$ cat config.mk
export PLATFORM = sky130hd
export DESIGN_NAME = apb_lsu
export DESIGN_NICKNAME = d
export VERILOG_FILES = /design/src/rtl/apb_lsu.sv
export SDC_FILE = /design/constraint.sdc
export NUM_CORES = 1
export LEC_CHECK = 0
export CAP_MARGIN = 20
export CORE_ASPECT_RATIO = 0.8
export CORE_MARGIN = 4
export CORE_UTILIZATION = 49
export DETAILED_ROUTE_END_ITERATION = 10
export PLACE_DENSITY_LB_ADDON = 0.25
export SLEW_MARGIN = 15
export SYNTH_ARGS = -nofsm -noshare
export SYNTH_HDL_FRONTEND = slang
export SYNTH_SLANG_ARGS = --single-unit
$ cat constraint.sdc
create_clock -name APB_PCLK -period 4.45 [get_ports APB_PCLK]
set_clock_uncertainty 0.2 [all_clocks]
set_input_delay 1.335 -clock APB_PCLK [delete_from_list [all_inputs] [get_ports APB_PCLK]]
set_output_delay 1.335 -clock APB_PCLK [all_outputs]
set_load 0.03 [all_outputs]
$ cat src/rtl/apb_lsu.sv
// APB master load/store unit: takes one request at a time, aligns it onto the
// bus, runs SETUP/ACCESS, and returns extended load data with status flags.
module apb_lsu #(
  parameter int unsigned ADDR_WIDTH = 32,
  parameter int unsigned DATA_WIDTH = 32,
  parameter int unsigned TIMEOUT    = 16
) (
  input  logic                    APB_PCLK,
  input  logic                    APB_PRESETn,
  input  logic                    req_valid,
  output logic                    req_ready,
  input  logic                    req_write,
  input  logic [1:0]              req_size,
  input  logic                    req_signed,
  input  logic [ADDR_WIDTH-1:0]   req_addr,
  input  logic [DATA_WIDTH-1:0]   req_wdata,
  output logic                    rsp_valid,
  output logic [DATA_WIDTH-1:0]   rsp_rdata,
  output logic                    rsp_err,
  output logic                    rsp_misalign,
  output logic                    rsp_timeout,
  output logic [ADDR_WIDTH-1:0]   APB_paddr,
  output logic [DATA_WIDTH-1:0]   APB_pdata,
  input  logic [DATA_WIDTH-1:0]   APB_prdata,
  output logic                    APB_psel,
  output logic                    APB_penable,
  output logic                    APB_pwrite,
  output logic [DATA_WIDTH/8-1:0] APB_pstb,
  input  logic                    APB_pready,
  input  logic                    APB_perr
);

  localparam int unsigned NB = DATA_WIDTH / 8;
  localparam int unsigned OW = $clog2(NB);

  typedef enum logic [1:0] {StIdle, StSetup, StAccess, StResp} state_e;

  state_e                state_q, state_d;
  logic                  write_q, write_d;
  logic                  signed_q, signed_d;
  logic [1:0]            size_q, size_d;
  logic [OW-1:0]         off_q, off_d;
  logic [ADDR_WIDTH-1:0] paddr_q, paddr_d;
  logic [DATA_WIDTH-1:0] pdata_q, pdata_d;
  logic [NB-1:0]         pstb_q, pstb_d;
  logic [DATA_WIDTH-1:0] rdata_q, rdata_d;
  logic                  err_q, err_d;
  logic                  misalign_q, misalign_d;
  logic                  timeout_q, timeout_d;
  logic [31:0]           cnt_q, cnt_d;

  logic                  size_illegal;
  logic                  addr_misalign;
  logic [NB-1:0]         wr_strb;
  logic [DATA_WIDTH-1:0] wr_data;

  // Decode the incoming request: legality, alignment, lane placement.
  always_comb begin
    size_illegal = (req_size == 2'd3) && (DATA_WIDTH == 32);
    case (req_size)
      2'd0:    addr_misalign = 1'b0;
      2'd1:    addr_misalign = req_addr[0];
      2'd2:    addr_misalign = |req_addr[1:0];
      default: addr_misalign = |req_addr[2:0];
    endcase
    wr_data = req_wdata << {req_addr[OW-1:0], 3'b000};
    for (int i = 0; i < int'(NB); i++) begin
      wr_strb[i] = (i >= int'(req_addr[OW-1:0])) &&
                   (i < int'(req_addr[OW-1:0]) + (1 << req_size));
    end
  end

  // Next-state logic for the transfer FSM and the captured request/response.
  always_comb begin
    state_d    = state_q;
    write_d    = write_q;
    signed_d   = signed_q;
    size_d     = size_q;
    off_d      = off_q;
    paddr_d    = paddr_q;
    pdata_d    = pdata_q;
    pstb_d     = pstb_q;
    rdata_d    = rdata_q;
    err_d      = err_q;
    misalign_d = misalign_q;
    timeout_d  = timeout_q;
    cnt_d      = cnt_q;
    case (state_q)
      StIdle: begin
        if (req_valid) begin
          write_d    = req_write;
          signed_d   = req_signed;
          size_d     = req_size;
          off_d      = req_addr[OW-1:0];
          rdata_d    = '0;
          err_d      = 1'b0;
          misalign_d = 1'b0;
          timeout_d  = 1'b0;
          cnt_d      = '0;
          if (size_illegal) begin
            err_d   = 1'b1;
            state_d = StResp;
          end else if (addr_misalign) begin
            misalign_d = 1'b1;
            state_d    = StResp;
          end else begin
            // Bus-facing fields only change for transfers that reach the bus.
            paddr_d = {req_addr[ADDR_WIDTH-1:OW], {OW{1'b0}}};
            pdata_d = wr_data;
            pstb_d  = req_write ? wr_strb : '1;
            state_d = StSetup;
          end
        end
      end
      StSetup: state_d = StAccess;
      StAccess: begin
        if (APB_pready) begin
          rdata_d = APB_prdata;
          err_d   = APB_perr;
          state_d = StResp;
        end else begin
          cnt_d = cnt_q + 32'd1;
          if ((TIMEOUT != 0) && (cnt_d == TIMEOUT)) begin
            timeout_d = 1'b1;
            state_d   = StResp;
          end
        end
      end
      StResp:  state_d = StIdle;
      default: state_d = StIdle;
    endcase
  end

  // State registers with synchronous active-low reset.
  always_ff @(posedge APB_PCLK) begin
    if (!APB_PRESETn) begin
      state_q    <= StIdle;
      write_q    <= 1'b0;
      signed_q   <= 1'b0;
      size_q     <= 2'd0;
      off_q      <= '0;
      paddr_q    <= '0;
      pdata_q    <= '0;
      pstb_q     <= '1;
      rdata_q    <= '0;
      err_q      <= 1'b0;
      misalign_q <= 1'b0;
      timeout_q  <= 1'b0;
      cnt_q      <= '0;
    end else begin
      state_q    <= state_d;
      write_q    <= write_d;
      signed_q   <= signed_d;
      size_q     <= size_d;
      off_q      <= off_d;
      paddr_q    <= paddr_d;
      pdata_q    <= pdata_d;
      pstb_q     <= pstb_d;
      rdata_q    <= rdata_d;
      err_q      <= err_d;
      misalign_q <= misalign_d;
      timeout_q  <= timeout_d;
      cnt_q      <= cnt_d;
    end
  end

  logic [DATA_WIDTH-1:0] lane;
  logic [DATA_WIDTH-1:0] lane_mask;
  logic                  lane_sign;

  // Extract the addressed lane and extend it; zero unless a clean load.
  always_comb begin
    lane = rdata_q >> {off_q, 3'b000};
    case (size_q)
      2'd0: begin
        lane_mask = DATA_WIDTH'(64'hFF);
        lane_sign = lane[7];
      end
      2'd1: begin
        lane_mask = DATA_WIDTH'(64'hFFFF);
        lane_sign = lane[15];
      end
      2'd2: begin
        lane_mask = DATA_WIDTH'(64'hFFFF_FFFF);
        lane_sign = lane[31];
      end
      default: begin
        lane_mask = '1;
        lane_sign = 1'b0;
      end
    endcase
    rsp_rdata = '0;
    if ((state_q == StResp) && !write_q && !err_q && !misalign_q && !timeout_q) begin
      rsp_rdata = (lane & lane_mask) | ((signed_q && lane_sign) ? ~lane_mask : '0);
    end
  end

  assign req_ready    = (state_q == StIdle);
  assign rsp_valid    = (state_q == StResp);
  assign rsp_err      = rsp_valid & err_q;
  assign rsp_misalign = rsp_valid & misalign_q;
  assign rsp_timeout  = rsp_valid & timeout_q;
  assign APB_psel     = (state_q == StSetup) || (state_q == StAccess);
  assign APB_penable  = (state_q == StAccess);
  assign APB_pwrite   = APB_psel & write_q;
  assign APB_paddr    = paddr_q;
  assign APB_pdata    = pdata_q;
  assign APB_pstb     = pstb_q;

endmodule

==> flow_summary.yaml <==
synth:
  netlist_top_cells_area: "dfxtp_1, nand2_1, nor2b_1, mux2i_1, a21boi_0"
  synth-async-reset-ratio: 0
  syn_inst: 979
  yosysWarnings: 0
  yosysTopAreaCell: "dfxtp_1"
  yosysTopAreaCellShare: 0.3651
  synthDistinctLibCells: 64
  syn-cell-area_um2: 7731
  synth.yosys.seq_area_share: 0.3651
  synth_edf_count: 0
  ys_ff_latch: 141
  synthFlopType: "dfxtp_1"
  syn_area_per_cell_um2: 7.897
run:
  drv_cap: 0
detailed_routing:
  vias: 7630
  drc: 0
  first_pass_iters: 5
  drt-wirelength-per-cell_um: 17.01
  drtIter0Drc: 554
  wirelength_mm: 23.13
  vias_per_cell: 5.610
  ant_nets: 0
sta:
  hold_violations: 0
  tns_ps: 0
  setup_violations: 0
  drv_slew: 0
  slew-limit-headroom: 0.3974
  final.min_clock_period_ps: 4249
  fmax_mhz: 235.3
  rsz0062_at_grt: "false"
  fin_crit_sh: 0.9548
  worst_pin_slew_ps: 903.9
critical_path:
  cp_max_fo: 16
  cp-startpoint: "off_q[1]$_SDFFE_PN0P_"
  setup.worst_path.end_class: "output port"
  crit_chain: "mux2_2, a21oi_1, o21ai_0, o211a_1, o21bai_4, buf_12, a21oi_1, clkdlybuf4s50_1"
  cp.required_ps: 2910
  cpMaxStageDelayCell: "clkdlybuf4s50_1"
  reg2reg_depth: 9
  criticalPathCategory: "reg -> out"
  start_kind: "register"
  regToRegSetupSlack_ps: 1110
  cp.arrival_ps: 2710
  rr_startpoint: "cnt_q[1]$_SDFFE_PN0P_"
  critical-path-top-delay-family: "buffers and inverters"
  r2r-end: "state_q[1]$_SDFFE_PN0P_"
  cp.buffers_inverters: 2
  cpMostUsedCell: "a21oi_1"
  critical_path.max_stage_delay_ps: 610
floorplan:
  start_util: 0.5081
  fp.dieH_um: 120.4
  pin_count: 213
  dieWidth_um: 148.4
  rows: 40
  dieArea_um2: 17860
  core_area_um2: 15210
hold_path:
  hold-path-cell-count: 2
  min_from: "APB_pdata[3]$_SDFFE_PN0P_"
  hold_class: "reg -> reg"
  whs_endpoint: "APB_pdata[3]$_SDFFE_PN0P_"
clock_network:
  clkTransAtPathRegs_ps: 60
  cts_sinks: 141
  clkLatencyLatePin_ps: 430
  cts-root-buf: "clkbuf_16"
  cts_tree: "done"
  htreeDepth: 4
  cts_buffers: 17
  cts_buffer_depth: 2
global_routing:
  antenna_found_initial: 0
  first_global_vias: 7202
  overflow: 0
  grt_pass1_wl_mm: 37.03
  grtUsageTotal: 0.2546
  grt_start_max_net_pins: 76
power:
  p_per_area_nw_per_um2: 405.6
  vdd_drop_max_mv: 0.3073
  p_leak_nw: 3.734
run_status:
  outcome: "finished, final reports clean"
cells_and_area:
  fin_nets: 1250
  final_cells: 1360
  syn2layout_area_growth_pct: 35.33
  drive_above_1_share: 0.06870
  fillerInstances: 1281
  final_common_cell: "clkdlybuf4s50_1"
  diodes: 0
  final_cell_mix: "clkdlybuf4s50_1, nand2_1, dfxtp_1"
place:
  io_buffer_count: 210
  gp_congestion: 0.9058
  placed_cells: 1327
  dpl.hpwl_mm: 16.24
area by class of cell:
type / count / area, um2 / area share
multi-input cells: 736 / 4514 / 0.4315
inverters: 10 / 37.54 / 0.003588
well taps: 210 / 262.8 / 0.02511
clock inverters: 15 / 150.1 / 0.01435
flip-flops and latches: 141 / 2823 / 0.2698
clock buffers: 17 / 425.4 / 0.04066
repair buffers: 231 / 2250 / 0.2150
worst max path at each step:
stage                                     endpoint  slack [ps]  depth (start not counted)
after detailed placement             rsp_rdata[16]          70                          7
after floorplan           APB_pstb[2]$_SDFFE_PN1P_         560                         11
after global routing                 rsp_rdata[23]          80                          6
after CTS                            rsp_rdata[16]         130                          7
after global placement               rsp_rdata[16]         210                          7
final                                rsp_rdata[24]         200                          8
synth_stat cells (27+ instances only):
cell      instances
a211oi_1         31
a21boi_0         45
a21oi_1          65
a22oi_1          35
clkbuf_1         67
dfxtp_1         141
mux2i_1          34
nand2_1         153
nand3_1          27
nor2_1           43
nor2b_1          77
nor3_1           29
o21ai_0          29
worst min-delay path, delay by kind of cell, from the launching register on:
family             cells  cell delay (ps)
AOI/OAI and AO/OA      1               60
DFF                    1              310
and+or+nand+nor        1               50
registers in the layout (all words and copies together) (netlist names):
name and cells:
signed_q 1, APB_pdata 32, off_q 2, APB_paddr 30
misalign_q 1, cnt_q 32, state_q 2, size_q 2
APB_pstb 4, timeout_q 1, rdata_q 32, err_q 1
write_q 1
layer usage:
metal	track usage	up-vias	share of wire
li1	-	3784	-
met1	0.3235	3505	0.43
met2	0.3934	298	0.44
met3	0.1060	43	0.10
met4	0.08136	0	0.026
met5	0	-	0
power by group:
group	internal (mW)	switching, mW	total [mW]
logic	0.528	0.860	1.39
registers	1.38	0.0815	1.46
clock network	0.789	0.609	1.40
total	2.69	1.55	4.24
logic make-up after synthesis:
kind of cell,count (synthesis),share of synthesized area
AO/OA/AOI/OAI,274,0.2421
XOR/XNOR,8,0.009063
adder cells (fa/ha/maj),8,0.01392
buffers and inverters,103,0.05373
flip-flops,141,0.3651
multiplexers,35,0.04548
other,1,0.0004850
AND/OR/NAND/NOR,409,0.2701
through the flow:
step / setup WS (ps) / area, um2 / util / hold WS (ps) / power [mW]
finish: 201.0 / 10460 / 0.6877 / 261.8 / 4.243
global route: 78.63 / 10460 / 0.6877 / 290.5 / 4.465
CTS: 130.2 / 10440 / 0.6863 / 265.7 / 4.266
detailed placement: 67.72 / 9856 / 0.6478 / 259.0 / 2.861
global placement: 207.1 / 9856 / 0.6478 / 250.2 / 2.843
floorplan: 561.3 / 7735 / - / 251.6 / 2.344
repair_timing:
action / 4_1_cts / 5_1_grt
gates resized for setup: 2 / 0
hold buffers: 0 / 0
pin swaps: 0 / 1
endpoints found under the setup margin: 16 / 4
cloned: 0 / 0
buffers inserted: 0 / 1
hold endpoints to repair: 0 / 0
No activity file was read; power rests on OpenSTA's default activity.
